**config.mk**
```make
export PLATFORM = sky130hd
export DESIGN_NAME = radioberry_tx_iq_deser
export DESIGN_NICKNAME = d
export VERILOG_FILES = /design/src/rtl/radioberry_pkg.sv /design/src/rtl/radioberry_sync_edge.sv /design/src/rtl/radioberry_tx_iq_deser.sv
export SDC_FILE = /design/constraint.sdc
export NUM_CORES = 1
export LEC_CHECK = 0
export ABC_AREA = 1
export BUFFER_PORTS_ARGS = -buffer_cell sky130_fd_sc_hd__buf_2
export CAP_MARGIN = 20
export CORE_MARGIN = 3
export CORE_UTILIZATION = 57
export DETAILED_ROUTE_END_ITERATION = 10
export MAX_ROUTING_LAYER = met4
export PLACE_DENSITY_LB_ADDON = 0.15
export SLEW_MARGIN = 20
export SYNTH_ARGS = -nofsm -noshare
export SYNTH_HDL_FRONTEND = slang
export SYNTH_SLANG_ARGS = --single-unit
```
**constraint.sdc**
```tcl
create_clock -name clk -period 2.35 [get_ports clk]
set_input_delay 0.3525 -clock clk [delete_from_list [all_inputs] [get_ports clk]]
set_output_delay 0.3525 -clock clk [all_outputs]
set_load 0.05 [all_outputs]
```
**src/rtl/radioberry_pkg.sv**
```systemverilog
// Shared TX IQ link types: word geometry, {I,Q} word layout and deserializer framing states.
package radioberry_pkg;

  localparam int TX_IQ_W    = 32;
  localparam int TX_NIBBLES = 8;

  typedef struct packed {
    logic [15:0] i;
    logic [15:0] q;
  } iq_word_t;

  typedef enum logic [0:0] {
    ST_IDLE    = 1'b0,
    ST_COLLECT = 1'b1
  } deser_state_t;

endpackage

```
**src/rtl/radioberry_sync_edge.sv**
```systemverilog
// Synchronizes an async strobe plus its data bus and emits a registered one-cycle rise pulse.
// Latency: STAGES+1 clk from pin edge to rise/dat_q; no backpressure, every edge is reported.
module radioberry_sync_edge #(
  parameter int STAGES = 2,
  parameter int W      = 4
) (
  input  logic         clk,
  input  logic         rst_n,
  input  logic         strobe,
  input  logic [W-1:0] data,
  output logic         rise,
  output logic [W-1:0] dat_q
);

  logic [STAGES-1:0]        clk_sync;
  logic [STAGES-1:0][W-1:0] dat_sync;
  logic                     clk_d;
  logic                     edge_now;

  // Data travels through the same depth as the strobe so both arrive aligned.
  assign edge_now = clk_sync[STAGES-1] & ~clk_d;

  always_ff @(posedge clk or negedge rst_n) begin
    if (!rst_n) begin
      clk_sync <= '0;
      dat_sync <= '0;
      clk_d    <= 1'b0;
      rise     <= 1'b0;
      dat_q    <= '0;
    end else begin
      clk_sync <= {clk_sync[STAGES-2:0], strobe};
      dat_sync <= {dat_sync[STAGES-2:0], data};
      clk_d    <= clk_sync[STAGES-1];
      rise     <= edge_now;
      if (edge_now) dat_q <= dat_sync[STAGES-1];
    end
  end

endmodule

```
**src/rtl/radioberry_tx_iq_deser.sv**
```systemverilog
// Assembles Pi 4-bit TX IQ nibbles into {I,Q} words on a valid/ready stream with idle re-framing.
// Latency: SYNC_STAGES+2 clk from the last nibble pin edge to iq_valid; 1-deep output register,
// words completing while the held word is stalled are dropped and counted.
module radioberry_tx_iq_deser
  import radioberry_pkg::*;
#(
  parameter int NIBBLES      = TX_NIBBLES,
  parameter int SYNC_STAGES  = 2,
  parameter int IDLE_TIMEOUT = 64,
  parameter int OVF_W        = 16
) (
  input  logic                 clk,
  input  logic                 rst_n,
  input  logic                 pi_tx_clk,
  input  logic [3:0]           pi_tx_data,
  input  logic                 tx_enable,
  output logic [4*NIBBLES-1:0] iq_data,
  output logic                 iq_valid,
  input  logic                 iq_ready,
  output logic                 overflow,
  output logic [OVF_W-1:0]     overflow_cnt,
  output logic                 framing_err
);

  localparam int W  = 4 * NIBBLES;
  localparam int CW = (NIBBLES > 1) ? $clog2(NIBBLES) : 1;
  localparam int TW = $clog2(IDLE_TIMEOUT + 1);

  logic         rise;
  logic [3:0]   nib;
  deser_state_t state;
  logic [CW-1:0] nib_cnt;
  logic [W-1:0]  sr;
  logic [TW-1:0] idle_tmr;

  logic         take;
  logic         word_done;
  logic         timeout;
  logic [W-1:0] sr_next;

  radioberry_sync_edge #(
    .STAGES (SYNC_STAGES),
    .W      (4)
  ) u_sync (
    .clk    (clk),
    .rst_n  (rst_n),
    .strobe (pi_tx_clk),
    .data   (pi_tx_data),
    .rise   (rise),
    .dat_q  (nib)
  );

  assign take      = rise & tx_enable;
  assign word_done = take & (nib_cnt == CW'(NIBBLES - 1));
  assign sr_next   = {sr[W-5:0], nib};
  // A rise in the same cycle always wins over the timeout.
  assign timeout   = ~rise & (idle_tmr == TW'(IDLE_TIMEOUT - 1));

  always_ff @(posedge clk or negedge rst_n) begin
    if (!rst_n) begin
      state       <= ST_IDLE;
      nib_cnt     <= '0;
      sr          <= '0;
      idle_tmr    <= '0;
      framing_err <= 1'b0;
    end else begin
      framing_err <= 1'b0;
      if (rise)                               idle_tmr <= '0;
      else if (idle_tmr != TW'(IDLE_TIMEOUT)) idle_tmr <= idle_tmr + TW'(1);

      if (!tx_enable) begin
        state   <= ST_IDLE;
        nib_cnt <= '0;
        sr      <= '0;
      end else if (take) begin
        state   <= ST_COLLECT;
        sr      <= sr_next;
        nib_cnt <= word_done ? '0 : nib_cnt + CW'(1);
      end else if (timeout && state == ST_COLLECT) begin
        state       <= ST_IDLE;
        nib_cnt     <= '0;
        sr          <= '0;
        framing_err <= (nib_cnt != '0);
      end
    end
  end

  // Output register is deliberately independent of tx_enable so a held word still drains.
  always_ff @(posedge clk or negedge rst_n) begin
    if (!rst_n) begin
      iq_data      <= '0;
      iq_valid     <= 1'b0;
      overflow     <= 1'b0;
      overflow_cnt <= '0;
    end else begin
      overflow <= 1'b0;
      if (word_done) begin
        if (!iq_valid || iq_ready) begin
          iq_data  <= sr_next;
          iq_valid <= 1'b1;
        end else begin
          overflow <= 1'b1;
          if (overflow_cnt != '1) overflow_cnt <= overflow_cnt + OVF_W'(1);
        end
      end else if (iq_valid && iq_ready) begin
        iq_valid <= 1'b0;
      end
    end
  end

endmodule

```
# ---- Word level (Yosys, flattened, before mapping)
# Cells that the tools add are included.
dict set report totals {
  in_bits 9
  out_inout_bits 51
  elab_cells 61
  reg_bits 106
}
dict set report classes {
  reduce_logical 10
  add_sub_neg 3
  bitwise_logic 7
  eq_ne 6
  muxes 20
}
# cell n
set op_table {}
lappend op_table {{28-bit 2-to-1 mux} 3}
lappend op_table {{16-bit by 1-bit adder with 16-bit output (second input constant)} 1}
lappend op_table {{16-bit != test (second input constant)} 1}
lappend op_table {{7-bit 2-to-1 mux} 2}
lappend op_table {{3-bit 2-to-1 mux} 4}
lappend op_table {{1-bit 2-to-1 mux} 11}
lappend op_table {{7-bit by 1-bit adder with 7-bit output (second input constant)} 1}
lappend op_table {{7-bit by 6-bit equality test with 1-bit output (second input constant)} 1}
lappend op_table {{7-bit != test (second input constant)} 1}
lappend op_table {{1-bit bitwise AND} 4}
lappend op_table {{2-bit AND reduction} 2}
lappend op_table {{2-bit nonzero test} 2}
lappend op_table {{3-bit by 1-bit adder with 3-bit output (second input constant)} 1}
lappend op_table {{3-bit equality test (second input constant)} 1}
lappend op_table {{3-bit by 1-bit != test with 1-bit output (second input constant)} 1}
lappend op_table {{1-bit NOT} 3}
lappend op_table {{3-bit AND reduction} 1}
lappend op_table {{3-bit nonzero test} 1}
lappend op_table {{1-bit logical AND} 2}
lappend op_table {{2-bit by 1-bit != test with 1-bit output (second input constant)} 1}
lappend op_table {{1-bit logical NOT} 1}
lappend op_table {{1-bit logical OR} 1}

# ---- Depth between registers and ports, before layout
dict set report logic_depth {
  ltp_word 6
  mapped_depth 11
}

# ---- Cells and area by module
# From an unflattened synthesis, not the netlist that was laid out.
dict set report unflattened {
  hier_cells 478
  area_unflattened_um2 4485.6
}
# mod cells_per_inst area_per_inst_um2 n_inst
set by_module_without_submodules {}
lappend by_module_without_submodules {radioberry_tx_iq_deser 447 4021.4 1}
lappend by_module_without_submodules {radioberry_sync_edge 31 464.2 1}

# ---- Worst setup path before layout
# OpenSTA, ideal clock, no wires.
dict set report synth_path {
  path_kind {register to register}
  start {reg overflow_cnt[0]}
  end {reg overflow_cnt[7]}
  period_less_slack_ns 1.770
  stages_incl_launch_ff 10
  arrival_ns 1.651
  required_ns 2.231
  n_path_buf 1
  path_slack_ns 0.580
  setup_ns 0.119
  cell_sequence {dfrtp_1 ha_1 nand2_1 nor2_1 nand2_1 nor2_1 nor2_2 buf_6 nand2_1 o21ai_2}
}
dict set report synth_between {
  elab_chain_cells 2
  elab_cells_between_ends 3
  cone_classes {add/sub: 1; eq/ne: 1; reduce/logical: 1}
}
# element line_no
set synth_lines {}
lappend synth_lines {{from (decl)} radioberry_tx_iq_deser.sv:21} ;# output logic [OVF_W-1:0] overflow_cnt,
lappend synth_lines {{from (signal assigned)} radioberry_tx_iq_deser.sv:103} ;# if (overflow_cnt != '1) overflow_cnt <= overflow_cnt + OVF_W'(1);
lappend synth_lines {{parallel branches: the longest is 2 deep, another holds 16-bit by 1-bit adder with 16-bit output} --}
# Several ways; the timed one is not identified.
# A chain may end at the register's enable or synchronous reset.

# ---- Final worst setup path
dict set report layout_path {
  start {reg nib_cnt[0]}
  end {reg iq_data[2]}
}
dict set report layout_between {
  elab_chain_cells 3
}
# element line_no
set layout_lines {}
lappend layout_lines {{from (decl)} radioberry_tx_iq_deser.sv:32} ;# logic [CW-1:0] nib_cnt;
lappend layout_lines {{from (signal assigned)} radioberry_tx_iq_deser.sv:78} ;# nib_cnt <= word_done ? '0 : nib_cnt + CW'(1);
lappend layout_lines {{3-bit equality test} radioberry_tx_iq_deser.sv:54} ;# assign word_done = take & (nib_cnt == CW'(NIBBLES - 1));
lappend layout_lines {{1-bit bitwise AND} radioberry_tx_iq_deser.sv:54}
lappend layout_lines {{2-bit AND reduction (no source line)} --}
lappend layout_lines {{to (signal assigned)} radioberry_tx_iq_deser.sv:99} ;# iq_data <= sr_next;
lappend layout_lines {{to (decl)} radioberry_tx_iq_deser.sv:17} ;# output logic [4*NIBBLES-1:0] iq_data,
# Every way passes these cells.

==> results.md <==
- Top-Level Pins: 60
- Sw frac: 23.92%
- Worst r2r src: nib_cnt[0]
- Residual DRC: 0
- Placeable core area: between 7000 and 8000 µm²
- Util after Layout: ~70%
- Reg power frac: 59.3%
- VDD IR-drop max: ~0.44 mV
- CTS max path bufs: 2
- Min-delay src: pi_tx_data[1]
- Post-route minimum period: 1930 ps
- Syn avg cell area: between 10 and 15 µm²
- Diodes inserted: 0
- Clk slew on worst S/H paths: roughly 100 ps
- Hold Path Depth: 1
- Routability congestion estimate: between 0.8 and 0.9
- Mapped Nets: 453
- Mapped Area: 4531 µm²
- Seq/Total Area, Yosys: around 59%
- CP peak stage delay: about 420 ps
- DP Area: 4900 µm²
- Final Max Tran Viols: 0
- Largest net degree at the start of global routing: 47
- CP startpoint kind: flip-flop
- FF-to-FF path depth: 7
- Worst-Skew Late Latency: around 360 ps
- Vias per Instance: ~5.1
- DR pass1 iterations: 4
- Area Overhead vs Synth: 13.01%
- Post-CTS Setup Inserts: 0
- Gate power share: between 5 and 6%
- Layout Nets: between 500 and 600
- Post-placement cell count: ~590
- Grt ovf: 0
- Resized cells post-CTS: 0
- Flops & latches, synth: ~110
- Static Leakage: 2.751 nW
- Worst EP required: 2590 ps
- Rows: 31
- Final Hold Viols: 0
- Initial Util: 60.52%
- Crit share post-route: around 80%
- Dpl hpwl: 5.738 mm
- Num CTS Buffers: 9
- Final setup TNS: 0 ps
- Internal power: around 2.5 mW
- Worst Hold Path EP: u_sync.dat_sync[1]
- First-pass GRT wire length: approximately 14 mm
- Total wire length: 8.255 mm
- Min-delay worst type: primary input to flip-flop
- Die ar.: 9054 µm²
- Post-synth cell types: 26
- # setup viols final: 0
- Post-Synthesis Cells: ~440
- F_max: a little over 0.5 GHz
- CP Class: flip-flop to flip-flop
- Initial antenna violation count: 0
- Worst Max-Slew Pin Slew: slightly below 600 ps
- Net switching power: 775.2 µW
- Crit-path cells: ha_1, ha_1, inv_1, nor2_4, nand2_2, buf_12, mux2_2
- Cell mode on critical path: ha_1
- Crit. End Element: flip-flop
- CTS tree: built
- R2r setup slk: around 420 ps
- Cell area power density: approximately 630 nW/µm²
- Fraction of layout cells with a size suffix above 1: 28.06%
- Clk network pwr share: 35.6%
- Die X: about 95 µm
- H-tree depth: 3
- Wire per inst: 13.64 µm
- Most frequent cells in the layout: nand2_1, dfrtp_1, buf_2, mux2_2, nand3_1
- Final instance area: between 5000 and 6000 µm²
- Crit Reg-Reg Endpoint: iq_data[2]
- RSZ-0062 raised after global routing: false
- Tot GR Track Use: between 20% and 30%
- Antenna Violating Nets Remaining: 0
- Vias in the first global route: 3022
- Crit-path max FO: 23
- Synth Warn #: 0
- Non-filler instance count after layout: just over 600
- Crit path from: nib_cnt[0]
- Clock Tree Root: clkbuf_8
- IO buf count: 59
- Crit path DAT: around 2200 ps
- Slew margin rel.: between 60% and 70%
- Filler Cell Count: 598
- Die Span Y: around 95 µm
- Via count: a little over 3k
- Iter 0 DRT Violations: between 100 and 150
- CP max-delay cell: dfrtp_1
- Status: completed
- CTS sink cnt: approximately 110
- Most common cell after layout, fill and taps aside: nand2_1
- Clock skew: ~14 ps
- Max Cap Viol: 0
## synth_stat cells
master | number | area share [%]
a21oi_1 | 3 | 0.33
buf_2 | 1 | 0.11
buf_4 | 1 | 0.17
buf_6 | 9 | 2.2
clkbuf_1 | 3 | 0.25
dfrtp_1 | 106 | 59
ha_1 | 6 | 1.7
inv_1 | 27 | 2.2
mux2_2 | 32 | 8.0
nand2_1 | 136 | 11
nand2_2 | 5 | 0.69
nand2_4 | 1 | 0.25
nand3_1 | 31 | 3.4
nand3_2 | 12 | 2.7
nand3_4 | 1 | 0.39
nand3b_1 | 1 | 0.17
nand4_1 | 4 | 0.55
nor2_1 | 31 | 2.6
nor2_2 | 3 | 0.41
nor2_4 | 2 | 0.50
o211ai_1 | 1 | 0.17
o21ai_0 | 9 | 0.99
o21ai_2 | 4 | 0.77
o31ai_1 | 1 | 0.17
xnor2_1 | 5 | 0.97
xor2_1 | 3 | 0.58
## what timing repair did
item,CTS,global route
setup endpoints to repair,0,0
hold endpoints to repair,18,0
hold buffers,1,0
## power groups by stage
stage / logic (mW) / registers (mW) / clock network (mW)
2_1_floorplan: 0.102 / 1.94 / 0
3_3_place_gp: 0.161 / 1.95 / 0
3_5_place_dp: 0.165 / 1.96 / 0
4_1_cts: 0.168 / 1.92 / 1.18
5_1_grt: 0.190 / 1.93 / 1.27
6_report: 0.165 / 1.92 / 1.15
## sequential cells by signal, indices dropped and copies added, names as in the netlist, 2 cells and up
signal	flops
iq_data	32
idle_tmr	7
u_sync.dat_sync	8
nib_cnt	3
sr	28
u_sync.clk_sync	2
overflow_cnt	16
u_sync.dat_q	4
## cells by family after synthesis
family | share of synthesized area [%]
AOI/OAI and AO/OA | 2.430
xor gates and xnor gates | 1.547
adders and majority gates | 1.657
buffers and inverters | 4.999
DFF | 58.55
muxes | 7.954
and+or+nand+nor | 22.87
## worst max-delay path by stage
stage	endpoint	slack [ps]	cells past startpoint
after CTS	iq_data[2]	410	7
after detailed placement	iq_data[4]	430	7
after global placement	iq_data[2]	500	7
after floorplan	overflow_cnt[7]	580	9
final	iq_data[2]	420	7
after global routing	overflow_cnt[4]	310	8
## final cells by class
cell class | count | area, µm² | area share (%)
Clock buffer | 10 | 137.6 | 2.688
Clock inverter | 6 | 72.57 | 1.417
Inverter | 27 | 101.3 | 1.979
Multi-Input combinational cell | 291 | 1654 | 32.31
Sequential cell | 106 | 2653 | 51.81
Tap cell | 99 | 123.9 | 2.419
Timing Repair Buffer | 66 | 377.9 | 7.380
## critical path, delay by kind of cell, from the launching register on
kind / cells / cell delay (ps)
flip-flops: 1 / 420
adder cells (fa/ha/maj): 2 / 380
buffers and inverters: 2 / 350
multiplexers: 1 / 350
AND/OR/NAND/NOR: 2 / 300
## metal layers
layer | part of all wire [%] | track usage [%] | vias to the layer above
met4 | 1.1 | 5.288 | 0
met3 | 3.9 | 5.604 | 10
li1 | - | - | 1528
met5 | 0 | - | -
met1 | 45 | 26.41 | 1503
met2 | 50 | 32.65 | 58
## metrics by stage
step / hold WS [ps] / total power, mW / setup slack (ps)
after floorplan: 56.91 / 2.046 / 580.0
after global placement: 331.6 / 2.115 / 502.6
after detailed placement: 334.7 / 2.123 / 432.7
after CTS: 75.67 / 3.272 / 409.1
after global routing: 53.13 / 3.389 / 306.1
final: 87.07 / 3.241 / 419.7
Power figures use the tool's default switching activity.
